==> src/rtl/seg_disp_pkg.sv <==
// Shared types and constants for the seven-segment display scheduler.
//   state_e  : scheduler FSM state (IDLE, LOAD, HOLD)
//   DIGITS   : digits on the scan display
//   NIB_W    : bits per displayed digit
//   WORD_W   : display word width (one nibble per digit)
//   DIGIT_W  : width of the scan digit index
//   rr_index : modular index helper used by the round-robin arbiter
package seg_disp_pkg;

    localparam int unsigned DIGITS  = 8;
    localparam int unsigned NIB_W   = 4;
    localparam int unsigned WORD_W  = DIGITS * NIB_W;
    localparam int unsigned DIGIT_W = $clog2(DIGITS);

    typedef enum logic [1:0] {
        IDLE = 2'd0,
        LOAD = 2'd1,
        HOLD = 2'd2
    } state_e;

    // (base + off) modulo n, with n > 0.
    function automatic int unsigned rr_index(input int unsigned base,
                                             input int unsigned off,
                                             input int unsigned n);
        return (base + off) % n;
    endfunction

endpackage

==> src/rtl/rr_arbiter.sv <==
// Combinational round-robin arbiter.
// The search starts at the source after 'last' and wraps modulo NUM_SRC, so the most
// recently served source has the lowest priority.
// Ports:
//   req         in   NUM_SRC          request vector
//   last        in   clog2(NUM_SRC)   index of the most recently granted source
//   grant       out  clog2(NUM_SRC)   winning index (equals 'last' when nothing requests)
//   grant_valid out  1                at least one request is present
module rr_arbiter
    import seg_disp_pkg::*;
#(
    parameter int unsigned NUM_SRC = 4
) (
    input  logic [NUM_SRC-1:0]         req,
    input  logic [$clog2(NUM_SRC)-1:0] last,
    output logic [$clog2(NUM_SRC)-1:0] grant,
    output logic                       grant_valid
);

    localparam int unsigned IDX_W = $clog2(NUM_SRC);

    always_comb begin
        int unsigned idx;
        idx         = 0;
        grant       = last;
        grant_valid = 1'b0;
        // Offsets 1..NUM_SRC: the last offset revisits 'last' itself.
        for (int unsigned k = 1; k <= NUM_SRC; k++) begin
            idx = rr_index(32'(last), k, NUM_SRC);
            if (!grant_valid && req[IDX_W'(idx)]) begin
                grant       = IDX_W'(idx);
                grant_valid = 1'b1;
            end
        end
    end

endmodule

==> src/rtl/seg_display_sched.sv <==
// Scheduler for the 8-digit seven-segment scan display.
// Shares the display word among NUM_SRC debug requesters with round-robin rotation and a
// per-page dwell time, and generates the scan strobe and digit index for the decoder.
// Optional feature: define BLANK_STALE_EN to add the disp_blank output.
// Ports:
//   clk        in   1                system clock, rising edge
//   rst_n      in   1                asynchronous active-low reset
//   src_req    in   NUM_SRC          per-source request, held until its ack
//   src_data   in   NUM_SRC*32       source words, source i at [32*i+31:32*i]
//   src_ack    out  NUM_SRC          one-cycle ack, word of that source latched
//   page_next  in   1                one-cycle pulse: advance page now (ignored in IDLE)
//   lock       in   1                suppress dwell expiry
//   disp_data  out  32               word currently shown
//   disp_src   out  clog2(NUM_SRC)   index of source shown
//   scan_tick  out  1                one-cycle strobe every CLK_DIV cycles
//   digit_sel  out  3                active digit, 0 = most significant nibble
//   busy       out  1                FSM not in IDLE
//   disp_blank out  1                (BLANK_STALE_EN only) display content is stale
module seg_display_sched
    import seg_disp_pkg::*;
#(
    parameter int unsigned NUM_SRC    = 4,
    parameter int unsigned CLK_DIV    = 50000,
    parameter int unsigned HOLD_TICKS = 1024
) (
    input  logic                        clk,
    input  logic                        rst_n,
    input  logic [NUM_SRC-1:0]          src_req,
    input  logic [NUM_SRC*WORD_W-1:0]   src_data,
    output logic [NUM_SRC-1:0]          src_ack,
    input  logic                        page_next,
    input  logic                        lock,
    output logic [WORD_W-1:0]           disp_data,
    output logic [$clog2(NUM_SRC)-1:0]  disp_src,
    output logic                        scan_tick,
    output logic [DIGIT_W-1:0]          digit_sel,
    output logic                        busy
`ifdef BLANK_STALE_EN
    ,
    output logic                        disp_blank
`endif
);

    localparam int unsigned IDX_W   = $clog2(NUM_SRC);
    localparam int unsigned PRE_W   = $clog2(CLK_DIV);
    localparam int unsigned DWELL_W = $clog2(HOLD_TICKS + 1);

    localparam logic [PRE_W-1:0]   PRE_LAST   = PRE_W'(CLK_DIV - 1);
    localparam logic [DWELL_W-1:0] DWELL_LAST = DWELL_W'(HOLD_TICKS - 1);
    localparam logic [IDX_W-1:0]   LAST_INIT  = IDX_W'(NUM_SRC - 1);

    state_e             state_q;
    logic [PRE_W-1:0]   presc_q;
    logic [DWELL_W-1:0] dwell_q;
    logic [IDX_W-1:0]   grant_q;
    logic [IDX_W-1:0]   last_q;

    logic [IDX_W-1:0]   arb_grant;
    logic               arb_valid;
    logic [NUM_SRC-1:0] grant_onehot;
    logic               advance;

    logic [WORD_W-1:0]  words [NUM_SRC];

    for (genvar i = 0; i < NUM_SRC; i++) begin : g_words
        assign words[i] = src_data[WORD_W*i +: WORD_W];
    end

    // ------------------------------------------------------------------
    // Scan prescaler and digit index: free-running, independent of the FSM.
    // ------------------------------------------------------------------
    assign scan_tick = (presc_q == PRE_LAST);

    always_ff @(posedge clk or negedge rst_n) begin
        if (!rst_n) begin
            presc_q   <= '0;
            digit_sel <= '0;
        end else if (scan_tick) begin
            presc_q   <= '0;
            digit_sel <= digit_sel + 1'b1;
        end else begin
            presc_q   <= presc_q + 1'b1;
        end
    end

    // ------------------------------------------------------------------
    // Arbitration
    // ------------------------------------------------------------------
    rr_arbiter #(
        .NUM_SRC(NUM_SRC)
    ) u_arb (
        .req        (src_req),
        .last       (last_q),
        .grant      (arb_grant),
        .grant_valid(arb_valid)
    );

    always_comb begin
        grant_onehot            = '0;
        grant_onehot[arb_grant] = 1'b1;
    end

    // A coincident page_next and expiry is one event, not two.
    assign advance = page_next || (scan_tick && (dwell_q == DWELL_LAST) && !lock);

    // ------------------------------------------------------------------
    // Scheduler FSM with registered outputs
    // ------------------------------------------------------------------
    always_ff @(posedge clk or negedge rst_n) begin
        if (!rst_n) begin
            state_q   <= IDLE;
            grant_q   <= '0;
            last_q    <= LAST_INIT;
            dwell_q   <= '0;
            src_ack   <= '0;
            disp_data <= '0;
            disp_src  <= '0;
            busy      <= 1'b0;
        end else begin
            src_ack <= '0;
            unique case (state_q)
                IDLE: begin
                    if (arb_valid) begin
                        grant_q <= arb_grant;
                        src_ack <= grant_onehot;
                        busy    <= 1'b1;
                        state_q <= LOAD;
                    end
                end
                LOAD: begin
                    // Word is taken even if the requester has already dropped req.
                    disp_data <= words[grant_q];
                    disp_src  <= grant_q;
                    last_q    <= grant_q;
                    dwell_q   <= '0;
                    state_q   <= HOLD;
                end
                HOLD: begin
                    if (advance) begin
                        if (arb_valid) begin
                            grant_q <= arb_grant;
                            src_ack <= grant_onehot;
                            state_q <= LOAD;
                        end else begin
                            busy    <= 1'b0;
                            state_q <= IDLE;
                        end
                    end else if (scan_tick && (dwell_q != DWELL_LAST)) begin
                        // Saturate while locked so expiry fires on the first tick after unlock.
                        dwell_q <= dwell_q + 1'b1;
                    end
                end
                default: begin
                    busy    <= 1'b0;
                    state_q <= IDLE;
                end
            endcase
        end
    end

`ifdef BLANK_STALE_EN
    // Stale until the first page loads, and again once a page expires with nobody waiting.
    always_ff @(posedge clk or negedge rst_n) begin
        if (!rst_n) begin
            disp_blank <= 1'b1;
        end else if (state_q == LOAD) begin
            disp_blank <= 1'b0;
        end else if ((state_q == HOLD) && advance && !arb_valid) begin
            disp_blank <= 1'b1;
        end
    end
`endif

endmodule
==> config.mk <==
export PLATFORM = sky130hd
export DESIGN_NAME = seg_display_sched
export DESIGN_NICKNAME = d
export VERILOG_FILES = /design/src/rtl/seg_disp_pkg.sv /design/src/rtl/rr_arbiter.sv /design/src/rtl/seg_display_sched.sv
export SDC_FILE = /design/constraint.sdc
export NUM_CORES = 1
export LEC_CHECK = 0
export CAP_MARGIN = 20
export CELL_PAD_IN_SITES_DETAIL_PLACEMENT = 0
export CELL_PAD_IN_SITES_GLOBAL_PLACEMENT = 1
export CORE_MARGIN = 4
export CORE_UTILIZATION = 34
export DETAILED_ROUTE_END_ITERATION = 12
export PLACE_DENSITY_LB_ADDON = 0.1
export SETUP_SLACK_MARGIN = 0.3
export SYNTH_ARGS = -nofsm -noshare
export SYNTH_HDL_FRONTEND = slang
export SYNTH_SLANG_ARGS = --single-unit
==> constraint.sdc <==
create_clock -name clk -period 4 [get_ports clk]
set_input_delay 0.4 -clock clk [delete_from_list [all_inputs] [get_ports clk]]
set_output_delay 0.4 -clock clk [all_outputs]
set_load 0.05 [all_outputs]
Word-level counts from Yosys, hierarchy flattened --
Index checks and enable logic that the tools add are counted.
Storage, ports and cells: bits in registers 75, bits of input ports 136, output and inout bits 43
Cells by class: add/sub/neg operators 7, magnitude comparators 7, equality and inequality tests 10, muxes and demuxes 39, bitwise logic cells 2, reductions and logical operators 19
Operators by type and width (count):
- $bmux W32 S2 | 1
- $mux W32 | 2
- $mux W11 | 2
- $pmux W11 S2 | 1
- $add A16 B1 Y16 const B | 1
- $eq A16 B16 Y1 const B | 1
- $mux W16 | 1
- $mux W2 | 8
- $lt A2 B3 Y1 const B | 5
- $mux W1 | 13
- $add A11 B1 Y11 const B | 1
- $eq A11 B10 Y1 const B | 1
- $ne A11 B10 Y1 const B | 1
- $ne A2 B2 Y1 const B | 5
- $bmux W1 S2 | 4
- $mux W4 | 2
- $pmux W4 S2 | 1
- $logic_and A1 B1 Y1 | 7
- $pmux W2 S3 | 1
- $add A2 B1 Y2 const B | 2
- $add A2 B2 Y2 const B | 2
- $logic_not A1 Y1 | 4
- $pmux W2 S2 | 1
- $reduce_and A2 Y1 | 2
- 14 further kinds | 15

Logic depth before layout (Yosys ltp) --
word-level depth 20, gate-level depth with buffers 7

Modules after synthesis --
From an unflattened synthesis, not the netlist that was laid out.
Unflattened totals: cell total of the unflattened synthesis 378, area, all modules 4090.2 µm²
By module, submodules not included:
- seg_display_sched | instances 1, cells an instance 364, area an instance 4007.6 µm², sequential area each 1879.3 µm²
- rr_arbiter | instances 1, cells an instance 14, area an instance 82.6 µm², sequential area each 0.0 µm²

Least setup slack after synthesis --
Ideal clock, no wire load.
kind register to register, start point register presc_q[0], end point register dwell_q[9], arrival time 1938 ps, required time 3922 ps, setup slack 1983 ps, stages on the path, launching flop included 7, clock period less this slack 2017 ps, path through dfrtp_1 -> ha_1 -> and3_1 -> nand4_1 -> or3_4 -> or4_1 -> a21oi_1
Between the ends: longest elaborated chain between the ends 6, elaborated cells on any way between the ends 8
RTL lines:
- start: declaration | line seg_display_sched.sv:53 | logic [PRE_W-1:0] presc_q;
- start signal: assignment | line seg_display_sched.sv:82 | presc_q <= presc_q + 1'b1;
- $eq A16 B16 Y1 * | line seg_display_sched.sv:72 | assign scan_tick = (presc_q == PRE_LAST);
- $logic_and A1 B1 Y1 (2 in series) | line seg_display_sched.sv:104 | assign advance = page_next || (scan_tick && (dwell_q == DWELL_LAST) && !lock);
- $logic_or A1 B1 Y1 | line seg_display_sched.sv:104
- $ne A2 B2 Y1 (no line)
- $reduce_and A3 Y1 (no line) *
- end signal: assignment | line seg_display_sched.sv:150 | dwell_q <= dwell_q + 1'b1;
- end: declaration | line seg_display_sched.sv:54 | logic [DWELL_W-1:0] dwell_q;
Mark *: on every way between the ends. The rest lies on a longest branch, timed or not. A chain may end at the register's enable or synchronous reset.

Worst setup path in the final report --
start point register presc_q[0], end point output port scan_tick
Between the ends: longest elaborated chain between the ends 1
RTL lines:
- $eq A16 B16 Y1 | line seg_display_sched.sv:72
- end: declaration | line seg_display_sched.sv:35 | output logic scan_tick,
No other way between the ends.

==> key figures <==
Critical path
  – Critical path class: reg -> out
  – Worst Path Max Fanout: 13
  – R2r startpoint: presc_q[0]
  – Critical path data arrival time: approximately 2.6 ns
  – CP Capture Type: primary output
  – Worst Path Required: around 3.6 ns
  – Worst setup path startpoint: presc_q[0]
  – Startpoint Class: flip-flop

STA
  – Final slew viol count: 0
  – Final min period: between 2 and 3 ns
  – Worst-Margin Slew: about 0.95 ns
  – Final setup viols: 0
  – F_max: 337.8 MHz
  – Max_slew headroom: 36.63%
  – Setup tns final: 0 ns
  – Worst Clk Skew: around 0.010 ns
  – Unrepaired setup endpoints after global routing: no
  – Final Hold Fails: 0
  – Final period utilization: between 70 and 80%

Clocking
  – Clock buffer depth: 2
  – Post-CTS Setup Inserts: 0
  – CTS clk-pin slew, worst paths: about 0.060 ns
  – # resized after CTS: 0
  – CTS tree: yes
  – # H-tree levels: 3
  – Worst-skew pair later-pin latency: 0.32 ns
  – # hold bufs at CTS: 0
  – Root Buffer: clkbuf_16
  – TritonCTS buffer count: 9
  – Clock sink count: 75

Synthesis
  – Synth warn: 0
  – Share of the synthesized area in the top cell type: between 40% and 50%
  – Count of different cell masters after synthesis: 42
  – Syn_nets: 524
  – Sequential share of the synthesized area: approximately 47%
  – Yosys reg bits: 75
  – Synth area leader: dfrtp_1
  – Syn Inst Count: between 300 and 400
  – Post-Syn Area: 4009 um2
  – Ranking of synthesized cells by area: dfrtp_1 46%, mux4_2 18%, nand2_1 11%
  – Mapped Avg Cell Area: roughly 10 um2

Drt
  – DR DRC count: 0
  – TritonRoute pass-1 iters: 4
  – Vias per std cell: 4.980
  – Via count: 3,526
  – WL final: roughly 12 mm
  – Initial DRC count: 163
  – DRT antenna net count: 0
  – Routed length per placed instance: about 17 um

Layout
  – Layout cells sized above 1: approximately 11%
  – Fillers: 993
  – Sequential cell area: between 1500 and 2000 um2
  – # diodes: 0
  – Final net count: roughly 700
  – Multi-input gate area: 2011 um2
  – Layout area overhead: 55.12%

Die
  – Placement Rows: 39
  – Die Wd: between 100 and 150 um
  – Core ar.: 11,470 um2
  – Initial Util: approximately a third
  – IO Count: 179
  – Die area: around 14,000 um2
  – Die Ht: roughly 120 um

Pwr
  – Maximum vdd drop: just under 0.0003 V
  – Static Leak: about 2.6 nW
  – Total Power: 4.173 mW
  – PwrDens: roughly 670 nW/um2

Global route
  – First-pass GRT wire length: 18.88 mm
  – Grt ovf: 0
  – Total track usage: 17.89%
  – Number of global-route vias before repair: between 3k and 4k
  – Initial antenna violation count: 0
  – Largest net degree at the start of global routing: 76

Placed design
  – DP HPWL: between 9 and 10 mm
  – GPL Wtd Cong: 0.7811
  – Port Buffer Count: around 180

Min path
  – Worst min-delay path category: in -> async

Status
  – Status: complete, no violations

Job
  – Max_cap viols: 0
[synthesized netlist by cell type]
master      n
nor2_1     19
o31ai_1     1
a21oi_1     6
and4bb_2    2
or3_4       1
nor3b_1     2
dfrtp_1    73
inv_1       9
mux2_2      2
nor4b_1     2
clkbuf_1   12
nor2b_1     1
a311oi_1    1
o21ai_0     8
and3_1      6
xor2_1      4
buf_2       5
nand2_1   120
or3_1       2
xnor2_1    16
nand4_1     6
o21ai_1     1
nor3_1      5
and2_0      1
or2_2       2
nand2b_1    4
nor4_1      8
nor4b_2     1
nand3_1    14
clkinv_1    1
a211o_1     1
or4_1       1
mux4_2     32
a31oi_1     1
and2b_1     1
and2_1      3
ha_1        3
buf_1       3
and4_1      1
nor4bb_1    1
a21o_1      1
dfstp_2     2
[power breakdown]
group	internal (mW)	switching, mW
Clock	0.454	0.298
Combinational	0.918	1.31
Sequential	0.994	0.196
Total	2.37	1.81
[cell type report]
class,instances,share of cell area [%]
Multi-Input combinational cell,280,32.33
Sequential cell,75,30.24
Timing Repair Buffer,184,29.50
Clock buffer,14,4.245
Tap cell,143,2.877
Inverter,10,0.6036
Clock inverter,2,0.2012
[flip-flops by register name, summed over array words and instances, names as in the netlist]
signal / flops
disp_src: 2
src_ack: 4
busy: 1
state_q: 2
presc_q: 16
last_q: 2
digit_sel: 3
dwell_q: 11
disp_data: 32
grant_q: 2
[per-stage QoR]
| step | util (%) | cells | cell area [um2] | setup WS (ns) | hold WS (ns) |
|---|---|---|---|---|---|
| after detailed placement | 51.60 | 690 | 5917 | 1.381 | 0.4618 |
| final | 54.23 | 708 | 6218 | 1.040 | 0.2145 |
| after global placement | 51.60 | 690 | 5917 | 1.427 | 0.4570 |
| after global routing | 54.23 | 708 | 6218 | 0.9164 | 0.3072 |
| after floorplan | - | 385 | 4009 | 1.983 | 0.1044 |
| after CTS | 54.01 | 706 | 6193 | 1.011 | 0.2683 |
[worst paths after layout]
path                                end  slack (ns)  depth (start not counted)
hold / removal               dwell_q[5]        0.21                          1
setup / recovery              scan_tick        1.04                          6
max in group asynchronous    grant_q[0]        3.13                          1
setup reg to reg             dwell_q[9]        1.69                          7
min in group clk           disp_data[4]        0.47                          2
hold reg to reg            disp_data[4]        0.47                          2
[cells by family (layout without fill, tap and decap cells)]
group	count (synthesis)	in the layout	share of synthesized area [%]
simple gates	203	203	23.47
flops	75	75	46.88
mux	34	34	18.54
buf+inv	30	210	2.965
compound gates	20	20	2.840
xor+xnor	20	20	4.369
fa+ha+maj	3	3	0.9364
[cells in the final DEF, fill, tap and decap left out, types with 8 or more instances in the layout]
cell type        Yosys  routed
nand2_1            120     120
clkbuf_16            0       9
dfrtp_1             73      72
clkdlybuf4s50_1      0     177
nor2_1              19      19
xnor2_1             16      16
o21ai_0              8       8
nand3_1             14      14
nor4_1               8       8
mux4_2              32      32
inv_1                9       9
[metal layers]
layer / track usage, % / part of all wire, %
met1: 20.69 / 39
met2: 31.12 / 51
met3: 6.788 / 8.9
met4: 4.969 / 1.5
met5: 0 / 0
[critical path, stage by stage, from the launching register on]
cell and delay, ns:
dfrtp_1 0.42, ha_1 0.25, and3_1 0.23, nand4_1 0.09
buf_4 0.20, clkinv_1 0.26, clkdlybuf4s50_1 0.78
Power figures use the tool's default switching activity.
